$ cat src/rtl/ghost_mode_scheduler_pkg.sv
// Ghost scheduler shared types, timing constants
// and the scatter/chase phase table.
package ghost_mode_scheduler_pkg;

    localparam int FPS           = 60;
    localparam int SCATTER_LONG  = 7;
    localparam int SCATTER_SHORT = 5;
    localparam int CHASE_SECS    = 20;
    localparam int FRIGHT_SECS   = 10;
    localparam int FLASH_SECS    = 3;
    localparam int INKY_DOTS     = 30;
    localparam int CLYDE_DOTS    = 60;
    localparam int HOUSE_TMO     = 4;

    typedef enum logic [1:0] {
        MODE_WAIT    = 2'd0,
        MODE_SCATTER = 2'd1,
        MODE_CHASE   = 2'd2,
        MODE_FRIGHT  = 2'd3
    } ghost_mode_t;

    typedef enum logic [1:0] {
        TOP_IDLE,
        TOP_RUN,
        TOP_FRIGHT
    } top_state_t;

    typedef enum logic [1:0] {
        G_HOUSE,
        G_ACTIVE,
        G_DEAD
    } ghost_state_t;

    // Zero means the phase never expires (last chase).
    function automatic logic [6:0] phase_secs(
        input logic [1:0]  round,
        input ghost_mode_t phase
    );
        logic [6:0] s;
        if (phase == MODE_CHASE)
            s = (round == 2'd3) ? 7'd0 : 7'(CHASE_SECS);
        else if (round < 2'd2)
            s = 7'(SCATTER_LONG);
        else
            s = 7'(SCATTER_SHORT);
        return s;
    endfunction

    // Dot quota of the one-hot house ghost next in line.
    function automatic logic [5:0] release_dots(
        input logic [3:0] tgt
    );
        logic [5:0] n;
        n = 6'd0;
        unique case (1'b1)
            tgt[2]:  n = 6'(INKY_DOTS);
            tgt[3]:  n = 6'(CLYDE_DOTS);
            default: n = 6'd0;
        endcase
        return n;
    endfunction

endpackage

$ cat src/rtl/ghost_mode_scheduler_if.sv
// Game-control <-> ghost scheduler bundle.
// master = game control, slave = scheduler.
interface ghost_mode_scheduler_if;

    logic        soft_reset;
    logic        new_map;
    logic        level_start;
    logic        power_pellet;
    logic        dot_eaten;
    logic [3:0]  ghost_hit;
    logic [3:0]  ghost_home;
    logic [7:0]  ghost_mode;
    logic [3:0]  ghost_dead;
    logic [3:0]  ghost_release;
    logic        reverse;
    logic        flash;
    logic        pacman_killed;
    logic [10:0] score_add;

    modport master (
        output soft_reset, new_map, level_start,
        output power_pellet, dot_eaten,
        output ghost_hit, ghost_home,
        input  ghost_mode, ghost_dead, ghost_release,
        input  reverse, flash, pacman_killed, score_add
    );

    modport slave (
        input  soft_reset, new_map, level_start,
        input  power_pellet, dot_eaten,
        input  ghost_hit, ghost_home,
        output ghost_mode, ghost_dead, ghost_release,
        output reverse, flash, pacman_killed, score_add
    );

endinterface

$ cat src/rtl/ghost_mode_scheduler_sec_timer.sv
// Frame-tick seconds counter: ticks 0..FPS-1,
// seconds advance on the wrap.
module ghost_mode_scheduler_sec_timer
    import ghost_mode_scheduler_pkg::*;
(
    input  logic       frame_clk,
    input  logic       clr,
    input  logic       en,
    output logic [5:0] tick_cnt,
    output logic [6:0] secs
);

    // Clear wins over count; hold when disabled.
    always_ff @(posedge frame_clk) begin
        if (clr) begin
            tick_cnt <= '0;
            secs     <= '0;
        end else if (en) begin
            if (tick_cnt == 6'(FPS - 1)) begin
                tick_cnt <= '0;
                secs     <= secs + 7'd1;
            end else begin
                tick_cnt <= tick_cnt + 6'd1;
            end
        end
    end

endmodule

$ cat src/rtl/ghost_mode_scheduler.sv
// Central ghost scheduler: phase table, fright
// window, house release order and eat combo.
module ghost_mode_scheduler
    import ghost_mode_scheduler_pkg::*;
(
    input  logic frame_clk,
    input  logic Reset,
    ghost_mode_scheduler_if.slave bus
);

    top_state_t   top_q;
    ghost_mode_t  phase_q;
    ghost_state_t gst_q [4];
    logic [1:0]   round_q;
    logic [1:0]   combo_q;
    logic [3:0]   eaten_q;
    logic [5:0]   dot_q;
    logic [3:0]   rel_q;
    logic         rev_q;
    logic         killed_q;
    logic [10:0]  score_q;

    logic [5:0]   ph_tick, fr_tick, ho_tick;
    logic [6:0]   ph_secs, fr_secs, ho_secs;

    logic         rst_any, in_play, pp;
    logic         ph_en, ph_exp, ph_clr;
    logic         fr_en, fr_exp, fr_clr;
    logic         ho_en, ho_exp, ho_clr;
    logic [6:0]   ph_dur;
    logic [3:0]   act_v, house_v, dead_v;
    logic [3:0]   fr_v, eat_v, eat_oh, tgt_oh;
    logic [3:0]   rel_now;
    logic [5:0]   dot_lim;
    logic         dot_rel, rel_go, kill;
    logic [1:0]   combo_use;
    logic [7:0]   mode_c;

    assign rst_any = Reset | bus.soft_reset | bus.new_map;
    assign in_play = (top_q != TOP_IDLE);
    assign pp      = bus.power_pellet & in_play;

    // A pellet freezes the phase timer in that frame,
    // so it also masks a coincident phase expiry.
    assign ph_dur = phase_secs(round_q, phase_q);
    assign ph_en  = (top_q == TOP_RUN) & ~pp;
    assign ph_exp = ph_en & (ph_dur != 7'd0)
                  & (ph_tick == 6'(FPS - 1))
                  & (ph_secs + 7'd1 == ph_dur);
    assign ph_clr = rst_any | ~in_play | ph_exp;

    assign fr_en  = (top_q == TOP_FRIGHT);
    assign fr_exp = fr_en & ~pp
                  & (fr_tick == 6'(FPS - 1))
                  & (fr_secs + 7'd1 == 7'(FRIGHT_SECS));
    assign fr_clr = rst_any | pp | ~fr_en;

    assign ho_en  = in_play & (|house_v);
    assign ho_exp = ho_en
                  & (ho_tick == 6'(FPS - 1))
                  & (ho_secs + 7'd1 == 7'(HOUSE_TMO));
    assign ho_clr = rst_any | ~in_play
                  | bus.dot_eaten | rel_go;

    ghost_mode_scheduler_sec_timer u_phase_tmr (
        .frame_clk (frame_clk),
        .clr       (ph_clr),
        .en        (ph_en),
        .tick_cnt  (ph_tick),
        .secs      (ph_secs)
    );

    ghost_mode_scheduler_sec_timer u_fright_tmr (
        .frame_clk (frame_clk),
        .clr       (fr_clr),
        .en        (fr_en),
        .tick_cnt  (fr_tick),
        .secs      (fr_secs)
    );

    ghost_mode_scheduler_sec_timer u_house_tmr (
        .frame_clk (frame_clk),
        .clr       (ho_clr),
        .en        (ho_en),
        .tick_cnt  (ho_tick),
        .secs      (ho_secs)
    );

    // Per-ghost state flags.
    always_comb begin
        act_v   = '0;
        house_v = '0;
        dead_v  = '0;
        for (int i = 0; i < 4; i++) begin
            act_v[i]   = (gst_q[i] == G_ACTIVE);
            house_v[i] = (gst_q[i] == G_HOUSE);
            dead_v[i]  = (gst_q[i] == G_DEAD);
        end
    end

    // A pellet this frame makes every active ghost
    // edible at once, even ones eaten earlier.
    assign fr_v = act_v
                & ({4{pp}}
                 | ({4{fr_en}} & ~eaten_q));
    assign eat_v  = bus.ghost_hit & fr_v;
    assign eat_oh = eat_v & (~eat_v + 4'd1);
    assign kill   = in_play
                  & (|(bus.ghost_hit & act_v & ~fr_v));
    assign combo_use = pp ? 2'd0 : combo_q;

    assign tgt_oh  = house_v & (~house_v + 4'd1);
    assign dot_lim = release_dots(tgt_oh);
    assign dot_rel = in_play & bus.dot_eaten
                   & (dot_lim != 6'd0)
                   & (dot_q == dot_lim - 6'd1);
    assign rel_go  = dot_rel | ho_exp;

    assign rel_now = (top_q == TOP_IDLE && bus.level_start)
                   ? 4'b0011
                   : (rel_go ? tgt_oh : 4'b0000);

    // Displayed mode per ghost from registered state.
    always_comb begin
        mode_c = '0;
        for (int i = 0; i < 4; i++) begin
            unique case (gst_q[i])
                G_HOUSE:
                    mode_c[2*i +: 2] = MODE_WAIT;
                G_ACTIVE:
                    mode_c[2*i +: 2] = (fr_en && !eaten_q[i])
                                     ? MODE_FRIGHT : phase_q;
                default:
                    mode_c[2*i +: 2] = phase_q;
            endcase
        end
    end

    // Top, per-ghost FSMs and registered pulses.
    always_ff @(posedge frame_clk) begin
        if (rst_any) begin
            top_q    <= TOP_IDLE;
            phase_q  <= MODE_WAIT;
            round_q  <= '0;
            combo_q  <= '0;
            eaten_q  <= '0;
            dot_q    <= '0;
            rel_q    <= '0;
            rev_q    <= 1'b0;
            killed_q <= 1'b0;
            score_q  <= '0;
            for (int i = 0; i < 4; i++)
                gst_q[i] <= (i == 0) ? G_ACTIVE : G_HOUSE;
        end else begin
            rev_q   <= 1'b0;
            rel_q   <= rel_now;
            score_q <= '0;

            unique case (top_q)
                TOP_IDLE: begin
                    if (bus.level_start) begin
                        top_q   <= TOP_RUN;
                        phase_q <= MODE_SCATTER;
                    end
                end
                TOP_RUN: begin
                    if (pp) begin
                        top_q   <= TOP_FRIGHT;
                        combo_q <= '0;
                        rev_q   <= 1'b1;
                    end else if (ph_exp) begin
                        rev_q <= 1'b1;
                        if (phase_q == MODE_CHASE) begin
                            phase_q <= MODE_SCATTER;
                            if (round_q != 2'd3)
                                round_q <= round_q + 2'd1;
                        end else begin
                            phase_q <= MODE_CHASE;
                        end
                    end
                end
                TOP_FRIGHT: begin
                    if (pp) begin
                        combo_q <= '0;
                        rev_q   <= 1'b1;
                    end else if (fr_exp) begin
                        top_q   <= TOP_RUN;
                        combo_q <= '0;
                    end
                end
                default: top_q <= TOP_IDLE;
            endcase

            if (|eat_oh) begin
                score_q <= 11'd200 << combo_use;
                combo_q <= (combo_use == 2'd3)
                         ? 2'd3 : combo_use + 2'd1;
            end
            eaten_q <= (pp ? 4'b0000 : eaten_q) | eat_oh;

            if (kill)
                killed_q <= 1'b1;

            if (rel_go)
                dot_q <= '0;
            else if (in_play && bus.dot_eaten && |house_v)
                dot_q <= dot_q + 6'd1;

            for (int i = 0; i < 4; i++) begin
                unique case (gst_q[i])
                    G_HOUSE:
                        if (rel_now[i])
                            gst_q[i] <= G_ACTIVE;
                    G_ACTIVE:
                        if (eat_oh[i])
                            gst_q[i] <= G_DEAD;
                    G_DEAD:
                        if (bus.ghost_home[i])
                            gst_q[i] <= G_ACTIVE;
                    default:
                        gst_q[i] <= G_HOUSE;
                endcase
            end
        end
    end

    assign bus.ghost_mode    = mode_c;
    assign bus.ghost_dead    = dead_v;
    assign bus.ghost_release = rel_q;
    assign bus.reverse       = rev_q;
    assign bus.pacman_killed = killed_q;
    assign bus.score_add     = score_q;
    assign bus.flash         = fr_en
        && (fr_secs >= 7'(FRIGHT_SECS - FLASH_SECS));

endmodule
$ cat src/flat_wrapper.sv
// flat-port wrapper written by rule: the top's interface ports become plain ports
module ghost_mode_scheduler_flat import ghost_mode_scheduler_pkg::*;
  (frame_clk, Reset, bus_soft_reset, bus_new_map, bus_level_start, bus_power_pellet, bus_dot_eaten, bus_ghost_hit, bus_ghost_home, bus_ghost_mode, bus_ghost_dead, bus_ghost_release, bus_reverse, bus_flash, bus_pacman_killed, bus_score_add);
  ghost_mode_scheduler_if bus_i ();
  input  logic frame_clk;
  input  logic Reset;
  input wire logic [$bits(bus_i.soft_reset)-1:0] bus_soft_reset;
  input wire logic [$bits(bus_i.new_map)-1:0] bus_new_map;
  input wire logic [$bits(bus_i.level_start)-1:0] bus_level_start;
  input wire logic [$bits(bus_i.power_pellet)-1:0] bus_power_pellet;
  input wire logic [$bits(bus_i.dot_eaten)-1:0] bus_dot_eaten;
  input wire logic [$bits(bus_i.ghost_hit)-1:0] bus_ghost_hit;
  input wire logic [$bits(bus_i.ghost_home)-1:0] bus_ghost_home;
  output wire logic [$bits(bus_i.ghost_mode)-1:0] bus_ghost_mode;
  output wire logic [$bits(bus_i.ghost_dead)-1:0] bus_ghost_dead;
  output wire logic [$bits(bus_i.ghost_release)-1:0] bus_ghost_release;
  output wire logic [$bits(bus_i.reverse)-1:0] bus_reverse;
  output wire logic [$bits(bus_i.flash)-1:0] bus_flash;
  output wire logic [$bits(bus_i.pacman_killed)-1:0] bus_pacman_killed;
  output wire logic [$bits(bus_i.score_add)-1:0] bus_score_add;
  assign bus_i.soft_reset = bus_soft_reset;
  assign bus_i.new_map = bus_new_map;
  assign bus_i.level_start = bus_level_start;
  assign bus_i.power_pellet = bus_power_pellet;
  assign bus_i.dot_eaten = bus_dot_eaten;
  assign bus_i.ghost_hit = bus_ghost_hit;
  assign bus_i.ghost_home = bus_ghost_home;
  assign bus_ghost_mode = bus_i.ghost_mode;
  assign bus_ghost_dead = bus_i.ghost_dead;
  assign bus_ghost_release = bus_i.ghost_release;
  assign bus_reverse = bus_i.reverse;
  assign bus_flash = bus_i.flash;
  assign bus_pacman_killed = bus_i.pacman_killed;
  assign bus_score_add = bus_i.score_add;
  ghost_mode_scheduler u_core (.frame_clk(frame_clk), .Reset(Reset), .bus(bus_i));
endmodule
$ cat config.mk
export PLATFORM = sky130hd
export DESIGN_NAME = ghost_mode_scheduler_flat
export DESIGN_NICKNAME = d
export VERILOG_FILES = /design/src/rtl/ghost_mode_scheduler_pkg.sv /design/src/rtl/ghost_mode_scheduler_if.sv /design/src/rtl/ghost_mode_scheduler_sec_timer.sv /design/src/rtl/ghost_mode_scheduler.sv /design/src/flat_wrapper.sv
export SDC_FILE = /design/constraint.sdc
export NUM_CORES = 1
export LEC_CHECK = 0
export CAP_MARGIN = 20
export CORE_MARGIN = 4
export CORE_UTILIZATION = 55
export CTS_CLUSTER_DIAMETER = 60
export CTS_CLUSTER_SIZE = 10
export DETAILED_ROUTE_END_ITERATION = 8
export GPL_TIMING_DRIVEN = 0
export HOLD_SLACK_MARGIN = 0.15
export PLACE_DENSITY = 0.78
export SYNTH_ARGS = -nofsm -noshare
export SYNTH_HDL_FRONTEND = slang
export SYNTH_SLANG_ARGS = --single-unit
$ cat constraint.sdc
create_clock -name frame_clk -period 2.5 [get_ports frame_clk]
set_clock_uncertainty 0.1 [all_clocks]
set_input_delay 0.5 -clock frame_clk [delete_from_list [all_inputs] [get_ports frame_clk]]
set_output_delay 0.5 -clock frame_clk [all_outputs]
set_load 0.01 [all_outputs]
* Word level (Yosys, flattened, before mapping) *
Memory sizes are Yosys's and may differ from the RTL's.
Cells that the tools add are included.

word-level totals
  bits in registers = 74
  RAM bits = 8
  input bits = 15
  memories kept = 1

cells by class
  add/subtract/negate cells = 12
  magnitude comparators = 2
  equality and inequality tests = 28
  shifts and indexed selects = 1
  muxes and demuxes = 115
  bitwise gates (word level) = 57
  reductions and logical operators = 38

memory list
  name          depth  width  read ports  clocked after Yosys merged registers in  write ports  line                        text
  u_core.gst_q  4      2      4           0                                        4            ghost_mode_scheduler.sv:13  ghost_state_t gst_q [4];

operator list
  cell                                                                 count
  2-bit 2-to-1 mux                                                     33
  1-bit 2-to-1 mux                                                     65
  4-bit bitwise AND                                                    7
  1-bit OR                                                             25
  6-bit by 1-bit adder with 6-bit output (second input constant)       4
  2-bit case mux with 2 select lines                                   6
  7-bit by 1-bit adder with 7-bit output (second input constant)       3
  6-bit == test (second input constant)                                3
  6-bit 2-to-1 mux                                                     3
  2-bit == test (second input constant)                                8
  4-bit NOT                                                            4
  1-bit bitwise AND                                                    15
  4-bit 2-to-1 mux                                                     3
  6-bit case mux with 2 select lines                                   1
  3-bit OR reduction                                                   4
  4-bit OR reduction                                                   3
  8-bit by 2-bit left shift with 11-bit output (first input constant)  1
  2-bit by 1-bit == test with 1-bit output (second input constant)     5
  2-bit zero test                                                      5
  2-bit inequality test (second input constant)                        5
  4-bit by 1-bit adder with 4-bit output (second input constant)       2
  1-bit logical AND                                                    8
  4-bit OR                                                             2
  2-bit AND reduction                                                  4
  23 further kinds                                                     34

* Depth between registers and ports, before layout *
An unclocked memory read counts as a cell.

  depth after elaboration = 20
  mapped depth = 9

* Hierarchy *
A second synthesis with hierarchy kept.

second synthesis, totals
  cell total of the unflattened synthesis = 490
  area, all modules = 4214.0 um^2

modules (own cells, without submodules)
  module                          times used  cells each  area each (um^2)
  ghost_mode_scheduler            1           283         2303.5
  ghost_mode_scheduler_sec_timer  3           69          636.9

* Worst setup path after synthesis *
Ideal clock, no wire load.

  path kind = reg2reg
  start point = reg u_core.top_q[0]
  end point = mem u_core.gst_q[2][0] (netlist name), enable pin
  library setup time = 0.322 ns
  data arrival time = 1.896 ns
  data required time = 2.078 ns
  slack = 0.182 ns
  stages on the path, launching flop included = 9
  buffers on the path = 1
  clock period less this slack = 2.318 ns
  path through = dfxtp_1 inv_1 ha_1 nand2b_1 buf_6 a21oi_1 or3b_1 and3_1 o211ai_1

RTL lines
  element                 line                         text
  from (decl)             ghost_mode_scheduler.sv:11   top_state_t top_q;
  from (signal assigned)  ghost_mode_scheduler.sv:142  top_q <= TOP_IDLE;
  from (signal assigned)  ghost_mode_scheduler.sv:162  top_q <= TOP_RUN;
  from (signal assigned)  ghost_mode_scheduler.sv:168  top_q <= TOP_FRIGHT;
  to (decl)               ghost_mode_scheduler.sv:13

==> run_results.csv <==
group,metric,value,unit
status,status,"finished clean",
placement,place_area,4935,sq um
run,maxCapViolCount,0,
cells_and_area,area_delta_synth_final,19.30,%
synthesis,synth_seq_cells,79,
die,die_w,97.33,microns
sta,worst_slew_margin_rel,61.73,%
detailed_routing,dr_total_vias,3930,
cells_and_area,drive_gt1_share,12.74,%
global_routing,grt_antenna_before_repair,0,
cts,clkSinkCount,79,
global_routing,grt_pass1_wl,17.42,mm
global_routing,grt_pass1_vias,3811,
min_path,min_path_type,"register to register",
cells_and_area,nets,598,
detailed_routing,vias_per_cell,5.822,
setup_path,max_stage_delay,0.44,ns
global_routing,met3_usage,3.518,%
sta,layout_worst_path_cycle_share,94.99,%
die,ios,45,
sta,hold_viol_final,0,
cts,clk_pin_slew,0.08,ns
die,design.die.area,9473,sq um
synthesis,synthCells,515,
synthesis,ys_seq_area_share,37.86,%
global_routing,overflow,0,
synthesis,synth_top_family_by_area,"simple AND/OR/NAND/NOR gates",
synthesis,synth_compound_area_share,15.71,%
detailed_routing,drc_errors,0,
synthesis,synthSimpleGateAreaFrac,30.56,%
synthesis,yosys.area_share.adder,3.991,%
detailed_routing,ant_nets,0,
setup_path,cp_slowest_cell,"or3b_4",
sta,clock.fmax,0.4211,GHz
synthesis,syn_area,4389,sq um
synthesis,ys_types,79,
cells_and_area,n_antenna_cell,0,
power_and_ir_drop,power_density,476.7,nW/um^2
cells_and_area,final_cell_area,5236,sq um
global_routing,use_met1,27.54,%
synthesis,synth_edf_count,8,
detailed_routing,drt-total-wl,10.35,mm
synthesis,synth_area_per_cell,8.523,sq um
setup_path,start_kind,"register",
setup_path,cp_top_family,"simple AND/OR/NAND/NOR gates",
sta,fin_setup_tns,0,ns
cells_and_area,fin_cells,675,
cts,cts_root_buffer,"clkbuf_8",
setup_path,worstSetupPathType,"register to register",
cts,cts_tree,"done",
placement,port_buffers,41,
synthesis,synth_xor_area_share,5.986,%
placement,gp_congestion,0.8590,
synthesis,postSynth.asyncResetShare,0,%
die,die_h,97.33,microns
global_routing,grt_max_degree,14,
sta,finalSetupViolCount,0,
setup_path,crit_arrival,2.31,ns
placement,place_ws,-0.5841,ns
synthesis,yosysTopAreaCell,"dfxtp_1",
cts,clk_latency,0.36,ns
sta,slew_viol_final,0,
die,core_area,7727,sq um
setup_path,cp-end-kind,"register",
setup_path,crit_required,2.43,ns
setup_path,crit_path_cell_trace,"inv_1, ha_2, nand2b_1, buf_6, a21oi_4, or3b_4, and3_1, o211ai_1",
setup_path,crit_fanout,10,
global_routing,use_met2,37.05,%
cts,ctsLongestPathBuffers,2,
power_and_ir_drop,ir_drop,0.3937,mV
placement,dp.final_hpwl,7.532,mm
detailed_routing,post_drt_wl_per_cell,15.34,microns
cts,h-tree-depth,3,
synthesis,muxShareOfSynthArea,0.9692,%
setup_path,path_buf_inv,2,
sta,setup_slack,0.1253,ns
sta,tightest_slew,0.5696,ns
synthesis,synth.area.top_cells,"dfxtp_1 (32%), nor2_1 (6.5%), edfxtp_1 (5.5%), nand2_1 (4.1%), ha_1 (4.0%)",
synthesis,synth_top_cell_area_share,32.38,%
sta,final.min_clock_period,2.375,ns
synthesis,yosys_most_used_dff,"dfxtp_1",
detailed_routing,dr.pass1.iters,5,
sta,rsz0062_at_grt,"false",
cells_and_area,num-fill-cells,627,
die,num_rows,32,
synthesis,yosysWarnings,0,
power_and_ir_drop,power_leakage,1.862,nW
global_routing,grt_busiest_layer,"met2",
detailed_routing,drt_iter0_markers,220,
placement,place_inst,660,
cts,cts_inserted_buffers,9,
die,start_util,56.80,%
global_routing,track_usage,22.01,%
cells_and_area,fin_util,67.76,%
==> cells by family after synthesis <==
group | Yosys count
mux | 4
fa+ha+maj | 14
other cells | 1
xor+xnor | 30
compound gates | 88
simple gates | 260
flops | 79
buf+inv | 39
==> report_power, final <==
| part | switching, mW | total [mW] | internal, mW |
|---|---|---|---|
| sequential | 0.00893 | 1.29 | 1.28 |
| clock | 0.473 | 1.05 | 0.577 |
| combinational | 0.0879 | 0.153 | 0.0650 |
==> flip-flops by register name (all words and copies together) (netlist names), 2 cells and up <==
register / flops
u_core.combo_q: 2
u_core.phase_q: 2
u_core.u_phase_tmr.tick_cnt: 6
u_core.u_fright_tmr.secs: 7
u_core.eaten_q: 4
u_core.round_q: 2
u_core.dot_q: 6
u_core.top_q: 2
u_core.u_house_tmr.secs: 7
u_core.u_fright_tmr.tick_cnt: 6
u_core.gst_q: 8
u_core.bus.ghost_release: 4
u_core.bus.score_add: 8
u_core.u_phase_tmr.secs: 7
u_core.u_house_tmr.tick_cnt: 6
==> layout by cell type (no fill, tap or decap), types with 16 or more instances in the layout <==
cell type        count
a21oi_1             24
clkdlybuf4s50_1     32
dfxtp_1             69
inv_1               17
nand2_1             48
nand3_1             22
nor2_1              74
nor3_1              22
xnor2_1             16
==> synthesized netlist by cell type, types with 8 or more instances <==
master,number
nand2b_1,10
dfxtp_1,71
nor3_1,23
and3_1,12
nand3_1,22
o21ai_0,15
nand4_1,14
edfxtp_1,8
inv_1,18
nor2_1,76
nand2_1,48
ha_1,14
a21oi_1,25
xnor2_1,16
xor2_1,14
==> worst paths after layout <==
path / start / to / slack (ns) / depth (start not counted)
max: u_core.top_q[1] / u_core.gst_q[2][1] / 0.13 / 8
min: u_core.u_fright_tmr.tick_cnt[0] / u_core.u_fright_tmr.tick_cnt[0] / 0.35 / 1
max reg2reg: u_core.top_q[1] / u_core.gst_q[2][1] / 0.13 / 8
min reg2reg: u_core.u_fright_tmr.tick_cnt[0] / u_core.u_fright_tmr.tick_cnt[0] / 0.35 / 1
==> through the flow <==
| stage | power [mW] | hold WS [ns] |
|---|---|---|
| floorplan | 1.409 | 0.3180 |
| global placement | 1.464 | 0.3305 |
| detailed placement | 1.467 | 0.3442 |
| CTS | 2.500 | 0.3555 |
| global route | 2.569 | 0.3682 |
| finish | 2.496 | 0.3549 |
==> area by class of cell <==
| cell class | instances | area [sq um] | share of cell area, % |
|---|---|---|---|
| well taps | 102 | 127.6 | 2.437 |
| multi-input cells | 399 | 2600 | 49.65 |
| inverters | 18 | 67.56 | 1.290 |
| plain buffers | 21 | 156.4 | 2.987 |
| clock buffers | 11 | 173.9 | 3.321 |
| repair buffers | 41 | 399.1 | 7.622 |
| flip-flops and latches | 79 | 1664 | 31.78 |
| clock inverters | 4 | 47.55 | 0.9080 |
==> timing repair <==
| action | CTS | global route |
|---|---|---|
| endpoints found under the setup margin | 25 | 19 |
| buffers inserted | 0 | 0 |
| hold buffers | 0 | 0 |
| gates resized for setup | 24 | 12 |
| pin swaps | 0 | 3 |
==> layer usage <==
layer | vias up | wire length [microns]
met3 | 24 | 436
met2 | 105 | 5087
li1 | 1937 | -
met5 | - | 0
met4 | 0 | 286
met1 | 1864 | 4543
No activity file was read; power rests on OpenSTA's default activity.
